### config.mk
export PLATFORM = sky130hd
export DESIGN_NAME = laser_scan_ctrl
export DESIGN_NICKNAME = d
export VERILOG_FILES = /design/src/rtl/laser_scan_ctrl.sv
export SDC_FILE = /design/constraint.sdc
export NUM_CORES = 1
export LEC_CHECK = 0
export CAP_MARGIN = 20
export CORE_UTILIZATION = 40
export CTS_CLUSTER_DIAMETER = 50
export DETAILED_ROUTE_END_ITERATION = 10
export SLEW_MARGIN = 20
export SYNTH_ARGS = -nofsm -noshare
export SYNTH_HDL_FRONTEND = slang
export SYNTH_SLANG_ARGS = --single-unit
### constraint.sdc
create_clock -name CLK -period 7.2 [get_ports CLK]
set_clock_uncertainty 0.05 [all_clocks]
set_input_delay 0.72 -clock CLK [delete_from_list [all_inputs] [get_ports CLK]]
set_output_delay 0.72 -clock CLK [all_outputs]
set_load 0.02 [all_outputs]
### src/rtl/laser_scan_ctrl.sv
// laser_scan_ctrl: alternating two-circle raster search driving an external coverage evaluator
module laser_scan_ctrl #(
    parameter int MAX_ITER = 4
) (
    input  logic       CLK,
    input  logic       RST_N,
    input  logic       START,
    output logic       EV_REQ,
    output logic [3:0] EV_CX,
    output logic [3:0] EV_CY,
    output logic [3:0] EV_FX,
    output logic [3:0] EV_FY,
    output logic       EV_FEN,
    input  logic       EV_ACK,
    input  logic [5:0] EV_CNT,
    output logic [3:0] C1X,
    output logic [3:0] C1Y,
    output logic [3:0] C2X,
    output logic [3:0] C2Y,
    output logic       BUSY,
    output logic       DONE
);
    localparam int IW = MAX_ITER > 1 ? $clog2(MAX_ITER) : 1;

    typedef enum logic [2:0] {IDLE, SCAN1, SCAN2, CHECK, FINISH} state_t;

    state_t        state_q;
    logic          req_q, fen_q, busy_q, done_q;
    logic [3:0]    cx_q, cy_q;
    logic [IW-1:0] iter_q;
    logic [5:0]    prev_q;
    logic [3:0]    c1x_q, c1y_q, c2x_q, c2y_q;
    logic [5:0]    c1n_q, c2n_q;
    logic [3:0]    o1x_q, o1y_q, o2x_q, o2y_q;
    logic [7:0]    pos_d;
    logic [5:0]    best_d;
    logic          last_d, better_d, gain_d, last_iter_d;

    // Next raster position, end-of-sweep, strict-improvement and loop-exit decisions
    always_comb begin
        pos_d       = {cy_q, cx_q} + 8'd1;
        last_d      = &{cy_q, cx_q};
        best_d      = state_q == SCAN2 ? c2n_q : c1n_q;
        better_d    = EV_CNT > best_d;
        gain_d      = c2n_q > prev_q;
        last_iter_d = 32'(iter_q) + 32'd1 == 32'(MAX_ITER);
    end

    // Search FSM: one idle-request cycle then a held request per candidate; outputs registered
    always_ff @(posedge CLK or negedge RST_N) begin
        if (!RST_N) begin
            state_q <= IDLE;
            req_q   <= 1'b0;
            fen_q   <= 1'b0;
            busy_q  <= 1'b0;
            done_q  <= 1'b0;
            cx_q    <= '0;
            cy_q    <= '0;
            iter_q  <= '0;
            prev_q  <= '0;
            {c1x_q, c1y_q, c1n_q} <= '0;
            {c2x_q, c2y_q, c2n_q} <= '0;
            {o1x_q, o1y_q, o2x_q, o2y_q} <= '0;
        end else begin
            done_q <= 1'b0;
            case (state_q)
                IDLE: if (START) begin
                    state_q <= SCAN1;
                    busy_q  <= 1'b1;
                    req_q   <= 1'b0;
                    fen_q   <= 1'b0;
                    {cy_q, cx_q} <= '0;
                    iter_q  <= '0;
                    prev_q  <= '0;
                    {c1x_q, c1y_q, c1n_q} <= '0;
                    {c2x_q, c2y_q, c2n_q} <= '0;
                end
                SCAN1, SCAN2: begin
                    if (!req_q) begin
                        req_q <= 1'b1;
                    end else if (EV_ACK) begin
                        req_q <= 1'b0;
                        {cy_q, cx_q} <= pos_d;
                        if (better_d && state_q == SCAN1) {c1x_q, c1y_q, c1n_q} <= {cx_q, cy_q, EV_CNT};
                        if (better_d && state_q == SCAN2) {c2x_q, c2y_q, c2n_q} <= {cx_q, cy_q, EV_CNT};
                        if (last_d && state_q == SCAN1) begin
                            state_q <= SCAN2;
                            fen_q   <= 1'b1;
                            {c2x_q, c2y_q, c2n_q} <= '0;
                        end
                        if (last_d && state_q == SCAN2) state_q <= CHECK;
                    end
                end
                CHECK: begin
                    if (gain_d && !last_iter_d) begin
                        iter_q  <= iter_q + 1'b1;
                        prev_q  <= c2n_q;
                        {c1x_q, c1y_q, c1n_q} <= '0;
                        state_q <= SCAN1;
                    end else begin
                        state_q <= FINISH;
                    end
                end
                FINISH: begin
                    {o1x_q, o1y_q, o2x_q, o2y_q} <= {c1x_q, c1y_q, c2x_q, c2y_q};
                    done_q  <= 1'b1;
                    busy_q  <= 1'b0;
                    fen_q   <= 1'b0;
                    state_q <= IDLE;
                end
                default: state_q <= IDLE;
            endcase
        end
    end

    assign EV_REQ = req_q;
    assign EV_CX  = cx_q;
    assign EV_CY  = cy_q;
    assign EV_FX  = state_q == SCAN2 ? c1x_q : c2x_q;
    assign EV_FY  = state_q == SCAN2 ? c1y_q : c2y_q;
    assign EV_FEN = fen_q;
    assign C1X    = o1x_q;
    assign C1Y    = o1y_q;
    assign C2X    = o2x_q;
    assign C2Y    = o2y_q;
    assign BUSY   = busy_q;
    assign DONE   = done_q;
endmodule

==> qor.yml <==
synth:
  ys_async_rst_share_pct: 100.0
  post_synth_instance_area_mm2: 0.003348
  synth_cell_types: 51
  syn_avg_cell_area_um2: 11.55
  synth_enable_flop_cells: 0
  syn-instance-count: 290
  synth.top_cell.area_share_pct: 50.07
  ys_dominant_reg_cell: "dfrtp_1"
  synth.most_common_cell: "dfrtp_1"
  ys_ff_latch: 67
  ys.warnings.count: 0
  post_synth_most_frequent_cells: "67 x dfrtp_1, 22 x a22o_1, 22 x inv_1"
  post-synth-top-area-cell: "dfrtp_1"
  seq_total_area_yosys_pct: 50.07
  synthesis.nets: 314
  synth_area_leaders: "dfrtp_1 50%, mux2_2 6.4%, a22o_1 5.8%, mux2i_1 5.4%, ha_1 5.2%"
detailed_routing:
  detail-route-antenna-nets: 0
  detail_route.vias_per_cell: 5.292
  avgRoutedWirePerCell_um: 15.96
  drt_initial_violations: 79
  finalWirelength_mm: 7.101
  dr_total_vias: 2355
  drt-pass1-iter-count: 4
  residual_drc: 0
timing:
  report.final.hold_viol_count: 0
  fin_tns_setup_ns: 0
  timing_max_transition_violations_final: 0
  slew-limit-headroom_pct: 43.35
  tightestPinTransition_ns: 0.8470
  fin_worst_hold_slack_ns: 0.4404
  finalWorstPathRequiredPeriod_ns: 3.763
  setup-violations-final: 0
  rsz0062_at_grt: "false"
  fmax_mhz: 265.8
  finalCritPeriodShare_pct: 52.26
die:
  die_height_um: 93.49
  design.die.area_mm2: 0.008740
  floorplan.core_area_mm2: 0.008175
  io_pins: 46
  core.rowCount: 33
  initial_utilization_pct: 40.96
  die-width_um: 93.49
grt:
  grt_pass1_wl_mm: 11.94
  first_global_vias: 2255
  globalRouteOverflowTotal: 0
  grt_max_degree: 68
  grt_use_total_pct: 18.12
  initial_antenna_violation_count: 0
run:
  drv_cap: 0
power_and_ir_drop:
  power.static_leakage_uw: 0.001882
  power_per_cell_area_mw_per_mm2: 262.5
  final_total_pwr_uw: 1069
  vdd_ir_drop_max_v: 0.0001839
clock_network:
  post-cts-setup-buffers: 0
  cts_hold_repair.buffers: 0
  cts-htree-levels: 3
  clock_sinks: 67
  clock_buffer_count_from_cts: 9
  cell_at_the_root_of_the_clock_tree: "clkbuf_8"
  clock_latency_reported_for_the_late_side_of_the_worst_skew_pair_ns: 0.35
  post_cts_resize_count: 0
  clk_path_buf_depth: 2
  tritoncts: "built"
  cts.reportedPaths.clkPinSlew_ns: 0.08
finish:
  area_growth_syn_to_layout_pct: 21.60
  insertedDiodeCount: 0
  multi_input_comb_area_mm2: 0.001510
  post_route_cells_drive_above_1_share_pct: 14.41
  final_core_util_pct: 49.80
  layout.area.seq_mm2: 0.001677
  fillers: 774
  num-nets-final: 360
hold_path:
  holdCritPathClass: "reg -> reg"
placement:
  gp_routability_congestion: 0.7388
  place_hpwl_mm: 4.783
  buffer_ports.inserted: 45
setup_path:
  worstPathMaxFanout: 16
  worst-setup-path-type: "reg -> reg"
  worst_ep_arrival_time_ns: 3.94
  setup.worst_path.start_class: "flip-flop"
  worstPathRequired_ns: 7.38
  timing.critical_path.to_type: "flip-flop"
status:
  run_status: "complete, no violations"
==> layout make-up <==
class	instances	share of cell area (%)
Tap cell	105	3.227
Multi-Input combinational cell	189	37.09
Clock buffer	9	3.042
Sequential cell	67	41.18
Timing Repair Buffer	46	11.12
Clock inverter	6	2.213
Inverter	23	2.120
==> registers in the layout, indices dropped and copies added, names as in the netlist <==
name     flops
state_q      3
c2x_q        4
iter_q       2
EV_FEN       1
C1Y          4
c1x_q        4
EV_CY        4
c1y_q        4
BUSY         1
C1X          4
c1n_q        6
EV_CX        4
prev_q       6
C2Y          4
c2n_q        6
C2X          4
c2y_q        4
DONE         1
EV_REQ       1
==> placed cells by master, fill, tap and decap left out, types with 2 or more instances in the layout <==
cell type,count
o21ai_0,6
and3_1,2
or3_1,2
dfrtp_1,67
a22o_1,22
nand4_1,2
bufinv_16,2
mux2_2,19
nand3_1,2
nor3_1,4
and2_1,2
mux2i_1,18
ha_1,14
xor2_1,3
mux2_1,9
nand2b_1,6
o2111ai_1,3
a21oi_1,10
o22ai_1,2
nor2_2,2
o21ai_1,3
nand2_1,19
o211ai_1,2
nor2b_1,3
a31oi_1,5
inv_1,22
clkbuf_8,9
clkdlybuf4s50_1,44
a311oi_1,2
nor2_1,8
==> power breakdown <==
part	internal (µW)	total, µW	switching [µW]	leakage (µW)
registers	417	474	56.4	0.000834
logic	121	250	129	0.000942
clock network	194	345	151	0.000106
==> critical path, cell delays in order (launching register included) <==
cell      delay, ns
dfrtp_1        0.55
nand2b_1       0.31
nor2_4         0.48
mux2_2         0.40
ha_1           0.27
nand2_1        0.08
o21bai_1       0.07
a311oi_1       0.28
o221a_1        0.78
mux2_1         0.38
==> worst paths after layout <==
check | start | endpoint | slack, ns | cells after the start
worst max register to register | state_q[0] | c1n_q[0] | 3.44 | 9
max in group asynchronous | RST_N | EV_FEN | 6.05 | 2
worst min-delay path | C1Y[0] | C1Y[0] | 0.44 | 1
worst max-delay path | state_q[0] | c1n_q[0] | 3.44 | 9
worst min register to register | C1Y[0] | C1Y[0] | 0.44 | 1
min in group asynchronous | RST_N | prev_q[2] | 0.50 | 2
==> cells by family after synthesis <==
| family | synth area share [%] |
|---|---|
| muxes | 14.80 |
| AOI/OAI and AO/OA | 14.09 |
| DFF | 50.07 |
| adders and majority gates | 5.232 |
| and+or+nand+nor | 10.20 |
| xor gates and xnor gates | 0.7849 |
| buffers and inverters | 4.820 |
==> metrics by stage <==
stage / worst slack (ns) / instances / instance area, µm²
final: 3.437 / 445 / 4071
after floorplan: 4.349 / 290 / 3348
after detailed placement: 3.422 / 430 / 3857
after global routing: 3.183 / 445 / 4071
after global placement: 3.534 / 430 / 3857
after CTS: 3.414 / 445 / 4071
==> layer usage <==
metal	global-route usage (%)	up-vias	share of wire, %
li1	-	1141	-
met1	26.41	1161	52
met2	25.92	42	44
met3	3.415	11	2.4
met4	8.205	0	2.0
met5	0	-	0
(Power assumes the default switching activity.)
